$ cat src/rtl/dice_pkg.sv
// Shared types and helpers for the dice frame tracker and the colour-filter display path.
// Holds the FSM state type, the RGB565 field positions and the common red-pixel test.
package dice_pkg;

    typedef enum logic [1:0] {
        WAIT_SYNC = 2'd0,
        COUNT     = 2'd1,
        CLASSIFY  = 2'd2,
        FILTER    = 2'd3
    } state_t;

    localparam int R_MSB = 15;
    localparam int R_LSB = 11;
    localparam int G_MSB = 10;
    localparam int G_LSB = 5;
    localparam int B_MSB = 4;
    localparam int B_LSB = 0;

    // Green is compared at 5-bit scale (g[5:1]); 7-bit sums cannot wrap.
    function automatic logic is_red_565(input logic [15:0] pixel, input int r_min, input int margin);
        logic [6:0] r7;
        logic [6:0] g7;
        logic [6:0] b7;
        logic [6:0] m7;
        logic [6:0] t7;
        r7 = {2'b00, pixel[R_MSB:R_LSB]};
        g7 = {2'b00, pixel[G_MSB:G_LSB+1]};
        b7 = {2'b00, pixel[B_MSB:B_LSB]};
        m7 = 7'(margin);
        t7 = 7'(r_min);
        return (r7 > t7) && (r7 > (g7 + m7)) && (r7 > (b7 + m7));
    endfunction

endpackage

$ cat src/rtl/dice_stability_filter.sv
// Debounces the per-frame classification: the reported value only moves after
// STABLE_FRAMES identical consecutive classifications.
module dice_stability_filter
    import dice_pkg::*;
#(
    parameter int STABLE_FRAMES = 3
) (
    input  logic       pclk,
    input  logic       reset,
    input  logic       strobe,
    input  logic [2:0] raw_value,
    output logic [2:0] dice_value,
    output logic       value_valid,
    output logic       value_changed
);

    localparam int RUN_W = $clog2(STABLE_FRAMES + 1);
    localparam logic [RUN_W-1:0] RUN_MAX = RUN_W'(STABLE_FRAMES);
    localparam logic [RUN_W-1:0] RUN_ONE = RUN_W'(1);

    logic [2:0]       candidate_r;
    logic [RUN_W-1:0] run_r;
    logic [2:0]       candidate_s;
    logic [RUN_W-1:0] run_s;
    logic             commit_s;

    // Next candidate/run and commit decision for the current strobe.
    always_comb begin
        candidate_s = candidate_r;
        run_s       = run_r;
        commit_s    = 1'b0;
        if (strobe) begin
            if (raw_value == candidate_r) begin
                if (run_r < RUN_MAX) begin
                    run_s = run_r + RUN_ONE;
                end else begin
                    run_s = RUN_MAX;
                end
            end else begin
                candidate_s = raw_value;
                run_s       = RUN_ONE;
            end
            commit_s = (run_s == RUN_MAX) && (!value_valid || (candidate_s != dice_value));
        end else begin
            commit_s = 1'b0;
        end
    end

    // Candidate tracking and registered value outputs.
    always_ff @(posedge pclk or posedge reset) begin
        if (reset) begin
            candidate_r   <= 3'd0;
            run_r         <= '0;
            dice_value    <= 3'd0;
            value_valid   <= 1'b0;
            value_changed <= 1'b0;
        end else begin
            candidate_r   <= candidate_s;
            run_r         <= run_s;
            value_changed <= commit_s;
            if (commit_s) begin
                dice_value  <= candidate_s;
                value_valid <= 1'b1;
            end
        end
    end

endmodule

$ cat src/rtl/dice_frame_tracker.sv
// Per-frame red-pixel counter on the pclk RGB565 stream: counts red pixels inside
// a region of interest, classifies the count into a pip value and debounces it.
module dice_frame_tracker
    import dice_pkg::*;
#(
    parameter int CNT_W         = 20,
    parameter int R_MIN         = 10,
    parameter int MARGIN        = 2,
    parameter int X0            = 0,
    parameter int X1            = 319,
    parameter int Y0            = 0,
    parameter int Y1            = 239,
    parameter int MIN_CNT       = 125,
    parameter int UNIT          = 250,
    parameter int MAX_VAL       = 6,
    parameter int STABLE_FRAMES = 3
) (
    input  logic             pclk,
    input  logic             reset,
    input  logic             vsync,
    input  logic             href,
    input  logic             we,
    input  logic [15:0]      pixel_in,
    output logic [2:0]       dice_value,
    output logic             value_valid,
    output logic             value_changed,
    output logic             frame_done,
    output logic [CNT_W-1:0] red_count,
    output logic [2:0]       raw_value
);

    localparam int POS_W = CNT_W / 2;
    localparam logic [POS_W-1:0] X0_C    = POS_W'(X0);
    localparam logic [POS_W-1:0] Y0_C    = POS_W'(Y0);
    localparam logic [POS_W-1:0] XSPAN_C = POS_W'(X1 - X0);
    localparam logic [POS_W-1:0] YSPAN_C = POS_W'(Y1 - Y0);
    localparam logic [POS_W-1:0] POS_MAX = {POS_W{1'b1}};
    localparam logic [POS_W-1:0] POS_ONE = POS_W'(1);
    localparam logic [CNT_W-1:0] CNT_MAX = {CNT_W{1'b1}};
    localparam logic [CNT_W-1:0] CNT_ONE = CNT_W'(1);

    // Compare chain against MIN_CNT + k*UNIT; thresholds rise with k so the last hit wins.
    function automatic logic [2:0] classify(input logic [CNT_W-1:0] cnt);
        logic [2:0] v;
        v = 3'd0;
        for (int k = 0; k < MAX_VAL; k++) begin
            if (64'(cnt) >= (64'(MIN_CNT) + (64'(k) * 64'(UNIT)))) begin
                v = 3'(k + 1);
            end
        end
        return v;
    endfunction

    logic             vsync_q_r;
    logic             href_q_r;
    logic             rise_s;
    logic             href_fall_s;
    state_t           state_r;
    state_t           state_s;
    logic [POS_W-1:0] x_r;
    logic [POS_W-1:0] y_r;
    logic [CNT_W-1:0] count_r;
    logic             in_roi_s;
    logic             hit_s;
    logic             frame_end_s;

    assign rise_s      = vsync && !vsync_q_r;
    assign href_fall_s = !href && href_q_r;
    assign frame_end_s = (state_r == COUNT) && rise_s;
    // Offset-and-span test: below-window coordinates wrap to large values and fail.
    assign in_roi_s    = ((x_r - X0_C) <= XSPAN_C) && ((y_r - Y0_C) <= YSPAN_C);
    assign hit_s       = we && !vsync && is_red_565(pixel_in, R_MIN, MARGIN) && in_roi_s
                         && (state_r != WAIT_SYNC);

    // Registered sync copies for edge detection.
    always_ff @(posedge pclk or posedge reset) begin
        if (reset) begin
            vsync_q_r <= 1'b0;
            href_q_r  <= 1'b0;
        end else begin
            vsync_q_r <= vsync;
            href_q_r  <= href;
        end
    end

    // FSM state register.
    always_ff @(posedge pclk or posedge reset) begin
        if (reset) begin
            state_r <= WAIT_SYNC;
        end else begin
            state_r <= state_s;
        end
    end

    // FSM next state; rises outside WAIT_SYNC/COUNT fold the frame into the next one.
    always_comb begin
        state_s = state_r;
        case (state_r)
            WAIT_SYNC: begin
                if (rise_s) begin
                    state_s = COUNT;
                end else begin
                    state_s = WAIT_SYNC;
                end
            end
            COUNT: begin
                if (rise_s) begin
                    state_s = CLASSIFY;
                end else begin
                    state_s = COUNT;
                end
            end
            CLASSIFY: state_s = FILTER;
            FILTER:   state_s = COUNT;
            default:  state_s = WAIT_SYNC;
        endcase
    end

    // Pixel position within the frame, saturating.
    always_ff @(posedge pclk or posedge reset) begin
        if (reset) begin
            x_r <= '0;
            y_r <= '0;
        end else begin
            if (rise_s || href_fall_s) begin
                x_r <= '0;
            end else if (we && (x_r != POS_MAX)) begin
                x_r <= x_r + POS_ONE;
            end
            if (rise_s) begin
                y_r <= '0;
            end else if (href_fall_s && (y_r != POS_MAX)) begin
                y_r <= y_r + POS_ONE;
            end
        end
    end

    // Saturating red-pixel counter for the frame in progress.
    always_ff @(posedge pclk or posedge reset) begin
        if (reset) begin
            count_r <= '0;
        end else if (frame_end_s) begin
            count_r <= '0;
        end else if (hit_s && (count_r != CNT_MAX)) begin
            count_r <= count_r + CNT_ONE;
        end
    end

    // Frame results, visible during the CLASSIFY cycle.
    always_ff @(posedge pclk or posedge reset) begin
        if (reset) begin
            red_count  <= '0;
            raw_value  <= 3'd0;
            frame_done <= 1'b0;
        end else begin
            frame_done <= frame_end_s;
            if (frame_end_s) begin
                red_count <= count_r;
                raw_value <= classify(count_r);
            end
        end
    end

    dice_stability_filter #(
        .STABLE_FRAMES(STABLE_FRAMES)
    ) u_filter (
        .pclk          (pclk),
        .reset         (reset),
        .strobe        (frame_done),
        .raw_value     (raw_value),
        .dice_value    (dice_value),
        .value_valid   (value_valid),
        .value_changed (value_changed)
    );

endmodule
$ cat config.mk
export PLATFORM = sky130hd
export DESIGN_NAME = dice_frame_tracker
export DESIGN_NICKNAME = d
export VERILOG_FILES = /design/src/rtl/dice_pkg.sv /design/src/rtl/dice_stability_filter.sv /design/src/rtl/dice_frame_tracker.sv
export SDC_FILE = /design/constraint.sdc
export NUM_CORES = 1
export LEC_CHECK = 0
export ABC_AREA = 1
export CAP_MARGIN = 10
export CORE_ASPECT_RATIO = 0.8
export CORE_MARGIN = 2
export CORE_UTILIZATION = 46
export CTS_CLUSTER_DIAMETER = 100
export DETAILED_ROUTE_END_ITERATION = 7
export GPL_TIMING_DRIVEN = 0
export HOLD_SLACK_MARGIN = 0.05
export PLACE_DENSITY = 0.65
export SLEW_MARGIN = 20
export SYNTH_ARGS = -nofsm -noshare
export SYNTH_HDL_FRONTEND = slang
export SYNTH_HIERARCHICAL = 1
export SYNTH_SLANG_ARGS = --single-unit
$ cat constraint.sdc
create_clock -name pclk -period 2.9 [get_ports pclk]
set_clock_uncertainty 0.2 [all_clocks]
set_input_delay 0.58 -clock pclk [delete_from_list [all_inputs] [get_ports pclk]]
set_output_delay 0.58 -clock pclk [all_outputs]
set_load 0.01 [all_outputs]
# Word-level counts from Yosys, hierarchy flattened
# Index checks and enable logic that the tools add are counted.
# word_totals
elab_cells	88
output_inout_bits	29
regBits	78
# op_classes
n_eq_ne	9
mux	22
n_reduce_logical	25
add_sub_neg	6
order_cmp	12
# ops
operator	n
$ge A20 B10 Y1 const B	2
$ge A20 B11 Y1 const B	2
$mux W10	4
$mux W20	2
$mux W3	8
$add A10 B1 Y10 const B	2
$add A20 B1 Y20 const B	1
$ge A20 B7 Y1 const B	1
$ge A20 B9 Y1 const B	1
$ne A10 B10 Y1 const B	2
$ne A20 B20 Y1 const B	1
$logic_and A1 B1 Y1	14
$add A5 B2 Y6 const B	2
$gt A5 B6 Y1	2
$le A10 B8 Y1 const B	1
$le A10 B9 Y1 const B	1
$mux W2	4
$pmux W2 S4	1
$reduce_bool A2 Y1	4
$eq A2 B2 Y1 const B	3
$gt A5 B4 Y1 const B	1
$logic_not A1 Y1	4
$eq A3 B3 Y1	1
$mux W1	3
other kinds (6)	7

# Logic depth before layout (Yosys ltp)
# Gate-level depths: netlist (run 1).
# logic_depth
depth_word	10
depth_mapped	14
depth_no_buf	13

# Modules after synthesis
# The synthesis (run 1) kept the hierarchy.
# by_module_without_submodules
mod	cells_each	seq_area_each_um2	instances	area_each_um2
dice_frame_tracker	590	1701.6	1	4309.1
dice_stability_filter	68	250.2	1	540.5

# Least setup slack after synthesis (run 1)
# No wires, ideal clock.
# synth_path
kind	input-to-reg
startpoint	input pixel_in[7]
endpoint	register count_r[5]
path_slack_ns	0.568
path_buffers	1
setup_ns	0.118
stages	12
t_required_ns	2.582
arrival_ns	2.014
path_cell_list	ha_1 -> xnor2_1 -> ha_1 -> and3_1 -> o21ai_0 -> nand2_1 -> nand2_1 -> nor2_1 -> nand3_2 -> buf_6 -> nand3_1 -> nand2_1
# synth_via
elab_chain_len	9
# synth_rtl
item	line_no	text
start: declaration	dice_frame_tracker.sv:23	input logic [15:0] pixel_in,
$add A5 B2 Y6	dice_pkg.sv:31	return (r7 > t7) && (r7 > (g7 + m7)) && (r7 > (b7 + m7));
$gt A5 B6 Y1	dice_pkg.sv:31	
$logic_and A1 B1 Y1 (2 in series)	dice_pkg.sv:31	
$logic_and A1 B1 Y1 (2 in series)	dice_frame_tracker.sv:72	assign hit_s = we && !vsync && is_red_565(pixel_in, R_MIN, MARGIN) && in_roi_s
$logic_and A1 B1 Y1	dice_frame_tracker.sv:73	&& (state_r != WAIT_SYNC);
$logic_and A1 B1 Y1	dice_frame_tracker.sv:144	end else if (hit_s && (count_r != CNT_MAX)) begin
$reduce_bool A2 Y1 (no source line)	-	
end signal: assignment	dice_frame_tracker.sv:145	count_r <= count_r + CNT_ONE;
end: declaration	dice_frame_tracker.sv:62	logic [CNT_W-1:0] count_r;
# Every way passes these cells.
# A chain may end at the register's enable or synchronous reset.

# Worst setup path in the final report (run 1)
# layout_path
startpoint	input pixel_in[7]
endpoint	register count_r[16]
# Same word-level chain as after synthesis.

==> flow_summary.yaml, run 1 <==
outcome:
  status: "complete, no violations"
route:
  dr_total_vias: 4464
  wl_um: 11600
  via_per_inst: 5.17
  drtAntennaViolNets: 0
  drt_iter0_drc: 319
  first_pass_iters: 6
  drc_errors: 0
  wl_per_cell_um: 13.5
power_and_ir_drop:
  peakVddDrop_mv: 0.320
  p_per_area_nw_per_um2: 818
  leakagePower_nw: 2.84
  p_total_mw: 4.80
clock_tree:
  root_buffer: "clkbuf_16"
  cts_sinks: 78
  worst_skew_pair.late_latency_ns: 0.34
  h-tree-depth: 3
  clockBufferDepth: 2
  post_cts.repair.setup_buffers: 0
  cts.clk_slew.worst_paths_ns: 0.06
  tritoncts: "yes"
  ctsResizeCount: 0
  ctsHoldBuffers: 0
  cts_buffers: 9
sta:
  worst_pin_slew_ns: 0.549
  maxSlewViolCount: 0
  holdWs_ns: 0.255
  fin_setup_tns_ns: 0
  maxSlewHeadroom: 0.634
  setup_viol: 0
  fmax_mhz: 370
  fin_crit_ns: 2.70
  finalWorstSetupSlack_ns: 0.200
  fin_crit_sh: 0.931
  hold_viol: 0
  rsz0062_at_grt: "no"
die:
  coreArea_sq_um: 10200
  fp.dieW_um: 119
  initial_utilization: 0.474
  rows: 33
  die_area_sq_um: 11400
  io_pins: 50
  die_h_um: 95.8
min_path:
  hold_class: "flop to flop"
final_layout:
  nFillCells: 1017
  num_antenna_cells: 0
  fin_nets: 756
  layout_common_cells: "nand2_1, inv_1, dfrtp_1"
  final_common_cell: "nand2_1"
  final_cell_count_no_fill: 863
  multiInputGateArea_sq_um: 2430
  seqCellArea_sq_um: 1950
  drive_gt1_frac: 0.0692
  fin_area_sq_um: 5870
  fin_util: 0.573
  area_growth_pct: 21.0
global_routing:
  antenna_found_initial: 0
  grt_pass1_vias: 4094
  grt_pass1_wl_um: 19500
  grt_overflow: 0
  grt_max_degree: 50
  track_usage: 0.216
critical_path:
  cp_data_required_time_ns: 2.98
  cp_max_fo: 6
  path_class: "input pin to flop"
  cp-end-kind: "flop"
  cp-start-kind: "input pin"
  worstPathArrival_ns: 2.78
yosys:
  synth_top_area_frac: 0.402
  ys_warn_count: 6
  ys_ff_latch: 78
  netlist_instances: 658
  syn_area_sq_um: 4850
  synth_top_area_cell: "dfrtp_1"
  synth-async-reset-ratio: 1.00
  yosysSeqAreaShare: 0.402
  yosys-top-cells-area: "dfrtp_1, nand2_1, nand3_1"
  ys.flop_type: "dfrtp_1"
  syn-num-nets: 696
  synth_edf_count: 0
  synth_area_per_cell_sq_um: 7.37
  synth_cell_types: 39
placed_design:
  placed_cell_area_sq_um: 5540
  preCtsSetupSlack_ns: -0.144
  port_buffers: 48
  placed_cells: 847
  globalplace.congestion: 0.918
  dpl.hpwl_um: 8720
job:
  cap_violations: 0
[synth_stat cells, types with 4 or more instances]
cell,n
a21oi_1,15
nand2_1,175
inv_1,82
ha_1,17
clkbuf_1,6
nor2_4,4
nor2_1,73
o21ai_0,48
dfrtp_1,78
nand3_1,64
xor2_1,12
nor3_1,15
o21ai_1,6
buf_6,5
nand4_1,17
[sequential cells by signal (all words and copies together), names as in the netlist, 2 cells and up, named ones only]
name and cells:
y_r 10, raw_value 3, u_filter/run_r 2, red_count 20, x_r 10, u_filter/dice_value 3
count_r 20, u_filter/candidate_r 3
[logic make-up after synthesis]
family / count (synthesis) / synth area share
buffers and inverters: 105 / 0.0973
adder cells (fa/ha/maj): 17 / 0.0439
AND/OR/NAND/NOR: 366 / 0.342
XOR/XNOR: 15 / 0.0310
flip-flops: 78 / 0.402
AO/OA/AOI/OAI: 77 / 0.0838
[critical path, cell delays in order]
cell             delay (ns)
clkdlybuf4s50_1        0.46
ha_1                   0.25
xnor2_1                0.13
ha_1                   0.28
and3_1                 0.17
o21ai_0                0.09
nand2_1                0.09
nand4_1                0.08
nor2_1                 0.40
nand3_1                0.15
nand2_1                0.10
[path summary, 6_finish.rpt]
kind | startpoint | end | slack [ns] | cells past startpoint
max | pixel_in[7] | count_r[16] | 0.20 | 11
min | state_r[0] | flop | 0.26 | 1
min reg2reg | state_r[0] | flop | 0.26 | 1
min in group asynchronous | reset | y_r[3] | 0.37 | 2
max in group asynchronous | reset | state_r[0] | 1.60 | 3
max reg2reg | x_r[1] | x_r[2] | 0.70 | 9
[per-layer routing]
metal	wire, um	global-route usage	vias to the layer above
li1	-	-	2246
met1	5570	0.301	2043
met2	4980	0.340	164
met3	933	0.0438	11
met4	159	0.0675	0
met5	0	0	-
[layout make-up]
cell class / count / share of cell area
Buffer: 20 / 0.0260
Clock buffer: 10 / 0.0407
Clock inverter: 6 / 0.0160
Inverter: 85 / 0.0548
Multi-Input combinational cell: 475 / 0.413
Sequential cell: 78 / 0.333
Tap cell: 140 / 0.0299
Timing Repair Buffer: 49 / 0.0866
[power breakdown]
| group | internal, mW | switching [mW] |
|---|---|---|
| Clock | 0.783 | 0.472 |
| Combinational | 0.799 | 1.14 |
| Sequential | 1.35 | 0.255 |
Note: power is estimated with default switching activity, not from simulation.
==> run 2, diff against run 1 <==
Settings changed: DONT_BUFFER_PORTS set to 1, PLACE_DENSITY 0.65 to 0.59.
==> run 2 against run 1 <==
Register-to-register slack barely moved. Combinational power fell by 16%. Critical path depth fell by 1. Largest power group is now sequential cells.
==> flow_summary.yaml, run 2 (same netlist as run 1, synthesis figures left out) <==
power_and_ir_drop:
  p_per_area_nw_per_um2: 843
  peakVddDrop_mv: 0.338
  p_clk_frac: 0.272
  switching_share: 0.406
  p_switching_mw: 1.85
  combPwrFrac: 0.358
  leakagePower_nw: 2.68
  power.share.sequential: 0.370
  internal_power_mw: 2.71
  p_total_mw: 4.56
min_path:
  hold_class: "flop to flop"
  min-delay-start: "state_r[0]"
sta:
  maxSlewHeadroom: 0.626
  fin_crit_sh: 0.764
  fmax_mhz: 451
  fin_crit_ns: 2.21
  rsz0062_at_grt: "no"
  setup_viol: 0
  hold_viol: 0
  holdWs_ns: 0.274
  worst_pin_slew_ns: 0.561
  finalWorstSetupSlack_ns: 0.685
  maxSlewViolCount: 0
  fin_setup_tns_ns: 0
die:
  initial_utilization: 0.474
  fp.dieW_um: 119
  die_area_sq_um: 11400
  die_h_um: 95.8
  rows: 33
  io_pins: 50
  coreArea_sq_um: 10200
final_layout:
  reg_top3: "count_r: 20 flops, red_count: 20 flops"
  fin_nets: 711
  fin_util: 0.528
  final_cell_count_no_fill: 818
  fin_area_sq_um: 5410
  num_antenna_cells: 0
  area_growth_pct: 11.5
  drive_gt1_frac: 0.0723
  layout_common_cells: "nand2_1, inv_1, dfrtp_1"
  final_common_cell: "nand2_1"
placed_design:
  placed_cell_area_sq_um: 5050
  placed_cells: 799
  preCtsSetupSlack_ns: 0.396
  port_buffers: 0
  dpl.hpwl_um: 8760
  globalplace.congestion: 0.856
clock_tree:
  worst_skew_pair.late_latency_ns: 0.34
  cts_sinks: 78
  cts_buffers: 9
  root_buffer: "clkbuf_16"
  tritoncts: "yes"
  cts.clk_slew.worst_paths_ns: 0.06
  clockBufferDepth: 2
  post_cts.repair.setup_buffers: 0
  h-tree-depth: 3
global_routing:
  grt_overflow: 0
  track_usage: 0.222
  antenna_found_initial: 0
  grt_pass1_wl_um: 20000
  grt_pass1_vias: 4065
  grt_max_degree: 45
route:
  drtAntennaViolNets: 0
  drt_iter0_drc: 183
  dr_total_vias: 4229
  via_per_inst: 5.17
  wl_um: 11700
  drc_errors: 0
  wl_per_cell_um: 14.3
  first_pass_iters: 5
critical_path:
  cp-start-kind: "flop"
  path_class: "flop to flop"
  cp-end-kind: "flop"
  slowest_delay_ns: 0.44
  cp_data_required_time_ns: 2.93
  crit_path_top_delay_cell: "dfrtp_1"
  cp_cell_sequence: "ha_1, nand2_1, inv_1, nand2_1, o21ai_0, nand2_1, o21ai_0, nor2_1, nand2_1, nand2_1"
  path_common_cell: "nand2_1"
  reg2reg_from: "count_r[0]"
  worstPathArrival_ns: 2.24
  cp_max_fo: 5
  critical_path.startpoint: "count_r[0]"
job:
  cap_violations: 0
outcome:
  status: "complete, no violations"
run 2: changes by cell type in the layout (fill, tap and decap cells not counted), sizes merged:
cell           delta
clkinv            -1
clkbuf            +1
dlygate4sd3       +3
clkdlybuf4s50    -48
run 2: timing repair:
item | CTS | global route
gates resized for setup | 0 | 0
hold endpoints to repair | 34 | 2
setup endpoints to repair | 0 | 0
hold buffers | 1 | 2
run 2: worst paths after layout:
check,end,cells after the start,slack [ns]
worst max-delay path,raw_value[0],10,0.69
worst min-delay path,flop,1,0.27
worst max register to register,raw_value[0],10,0.69
worst min register to register,flop,1,0.27
max in group asynchronous,count_r[12],3,1.43
min in group asynchronous,red_count[6],2,0.52
run 2: final cells by class:
cell class | instances | area (sq um)
flip-flops and latches | 78 | 1950
plain buffers | 20 | 153
inverters | 85 | 322
multi-input cells | 475 | 2430
repair buffers | 4 | 57.6
fillers | 1050 | 4830
clock inverters | 5 | 81.3
well taps | 140 | 175
clock buffers | 11 | 243
run 2: power groups by stage:
stage	clock network (mW)	logic, mW	registers [mW]
2_1_floorplan	0	1.27	1.63
3_3_place_gp	0	1.60	1.70
3_5_place_dp	0	1.63	1.71
4_1_cts	1.27	1.64	1.69
5_1_grt	1.32	1.89	1.73
6_report	1.24	1.63	1.69
run 2: critical path, delay by kind of cell, from the launching register on:
family                   cells  cell delay (ns)
buffers and inverters        1             0.16
AND/OR/NAND/NOR              6             0.51
AO/OA/AOI/OAI                2             0.43
flip-flops                   1             0.44
adder cells (fa/ha/maj)      1             0.37
run 2: per-layer routing:
layer  track usage  share of wire  vias to the layer above
met2         0.352           0.43                      118
li1              -              -                     2155
met3        0.0557          0.066                        8
met5             0              0                        -
met4        0.0625         0.0080                        0
met1         0.302           0.49                     1948
==> run 3, diff against run 2 <==
Settings changed: PLACE_DENSITY 0.59 to 0.61.
Clock period 2.9 ns to 1.9 ns, I/O delays scaled along.
==> run 3 against run 2 <==
The flow now finishes with violations (setup timing). Flip-flop and latch count did not move. Utilization rose by 4.4 points. Die area did not move. Maximum frequency rose by 13%. Sequential share of layout area fell by 2.6 points. Wire length rose by 6.2%. First-iteration DRC count rose by 55%. Largest power group is now combinational logic. Final cell count rose by 2.2%. Worst hold slack got worse by 0.14 ns. Via count rose by 5.0%. Register-to-register slack got worse by 0.74 ns. Total power rose by 53%.
==> flow_summary.yaml, run 3 (same netlist as run 1, synthesis figures left out) <==
sta:
  worst_pin_slew_ns: 0.526
  holdWs_ns: 0.139
  maxSlewViolCount: 0
  setup_viol: 9
  fin_crit_ns: 1.95
  fmax_mhz: 512
  fin_crit_sh: 1.03
  hold_viol: 0
  finalWorstSetupSlack_ns: -0.0540
  rsz0062_at_grt: "yes"
  maxSlewHeadroom: 0.649
min_path:
  hold_class: "input pin to flop"
  min-delay-start: "we"
  hold_end: "x_r[7]"
  holdPathStages: 3
clock_tree:
  root_buffer: "clkbuf_16"
  worst_skew_pair.late_latency_ns: 0.34
  cts_sinks: 78
  clockBufferDepth: 2
  cts_buffers: 9
  h-tree-depth: 3
  tritoncts: "yes"
  cts.clk_slew.worst_paths_ns: 0.06
final_layout:
  drive_gt1_frac: 0.195
  layout_common_cells: "nand2_1, inv_1, dfrtp_1"
  num_antenna_cells: 0
  final_common_cell: "nand2_1"
  area_growth_pct: 20.8
  fin_nets: 730
  fin_util: 0.572
  reg_top3: "count_r: 20 flops, red_count: 20 flops"
die:
  coreArea_sq_um: 10200
  fp.dieW_um: 119
  rows: 33
  die_area_sq_um: 11400
  io_pins: 50
  initial_utilization: 0.474
  die_h_um: 95.8
route:
  drt_iter0_drc: 283
  first_pass_iters: 4
  wl_per_cell_um: 14.9
  drc_errors: 0
  drtAntennaViolNets: 0
  wl_um: 12400
  via_per_inst: 5.31
  dr_total_vias: 4442
critical_path:
  worstPathArrival_ns: 1.98
  cp_data_required_time_ns: 1.93
  cp_max_fo: 7
  cp-start-kind: "flop"
  cp-end-kind: "flop"
  path_class: "flop to flop"
  r2r_slack_ns: -0.05
  reg2reg_from: "x_r[1]"
  reg2regPathDepth: 10
  timing.rr.end: "x_r[2]"
placed_design:
  dpl.hpwl_um: 9080
  port_buffers: 0
  globalplace.congestion: 0.864
power_and_ir_drop:
  peakVddDrop_mv: 0.432
  leakagePower_nw: 2.82
  p_total_mw: 6.99
  p_per_area_nw_per_um2: 1190
global_routing:
  antenna_found_initial: 0
  grt_pass1_wl_um: 20200
  grt_pass1_vias: 4180
  grt_overflow: 0
  track_usage: 0.223
  grt_max_degree: 30
job:
  cap_violations: 0
outcome:
  violations: "setup timing"
  status: "finished with violations"
-- run 3: layout make-up --
cell class,count,area (sq um)
multi-input cells,475,2710
flip-flops and latches,78,1960
fillers,999,4380
well taps,140,175
repair buffers,23,248
plain buffers,20,171
inverters,85,329
clock inverters,6,38.8
clock buffers,9,225
-- run 3: worst max path at each step --
| stage | from | to | slack [ns] | cells after the start |
|---|---|---|---|---|
| global route | x_r[0] | x_r[3] | -0.17 | 9 |
| detailed placement | pixel_in[7] | count_r[14] | -0.40 | 10 |
| CTS | count_r[2] | count_r[17] | -0.006 | 12 |
| global placement | pixel_in[1] | count_r[14] | -0.37 | 11 |
| floorplan | pixel_in[7] | count_r[6] | -0.15 | 12 |
| finish | x_r[1] | x_r[2] | -0.05 | 10 |
-- run 3: timing repair --
action | CTS | global route
pin swaps | 3 | 31
gates resized for setup | 37 | 66
gates cloned | 0 | 2
endpoints found under the hold margin | 30 | 0
hold buffers | 3 | 0
endpoints found under the setup margin | 64 | 62
buffers inserted | 7 | 9
-- run 3: worst max-delay path: stages, from the launching register on --
cell and delay, ns:
dfrtp_1 0.36, ha_2 0.21, nand2_2 0.09, nor2_4 0.13, nand4_1 0.14, nand3b_1 0.23
nand2_4 0.11, buf_4 0.13, nand2_4 0.08, a21oi_2 0.14, nor2_1 0.05
-- run 3: report_power, final --
group / internal [mW] / total, mW / leakage [nW] / switching [mW]
clock network: 0.874 / 1.58 / 0.127 / 0.702
registers: 2.07 / 2.61 / 1.04 / 0.548
logic: 1.05 / 2.80 / 1.65 / 1.76
total: 3.99 / 6.99 / 2.82 / 3.01
-- run 3: routing by layer --
layer,vias to the layer above,share of wire,wire [um],track usage
li1,2190,-,-,-
met1,2121,0.47,5900,0.298
met2,116,0.45,5570,0.362
met3,15,0.065,813,0.0610
met4,0,0.012,148,0.0546
met5,-,0,0,0
-- run 3: through the flow --
| step | setup WS, ns | instance area [sq um] | instances | setup TNS, ns |
|---|---|---|---|---|
| 2_1_floorplan | -0.153 | 4880 | 658 | -3.02 |
| 3_3_place_gp | -0.369 | 5060 | 798 | -12.28 |
| 3_5_place_dp | -0.400 | 5110 | 800 | -14.32 |
| 4_1_cts | -0.00597 | 5560 | 825 | -0.00597 |
| 5_1_grt | -0.167 | 5860 | 836 | -2.77 |
| 6_report | -0.0540 | 5860 | 836 | -0.154 |
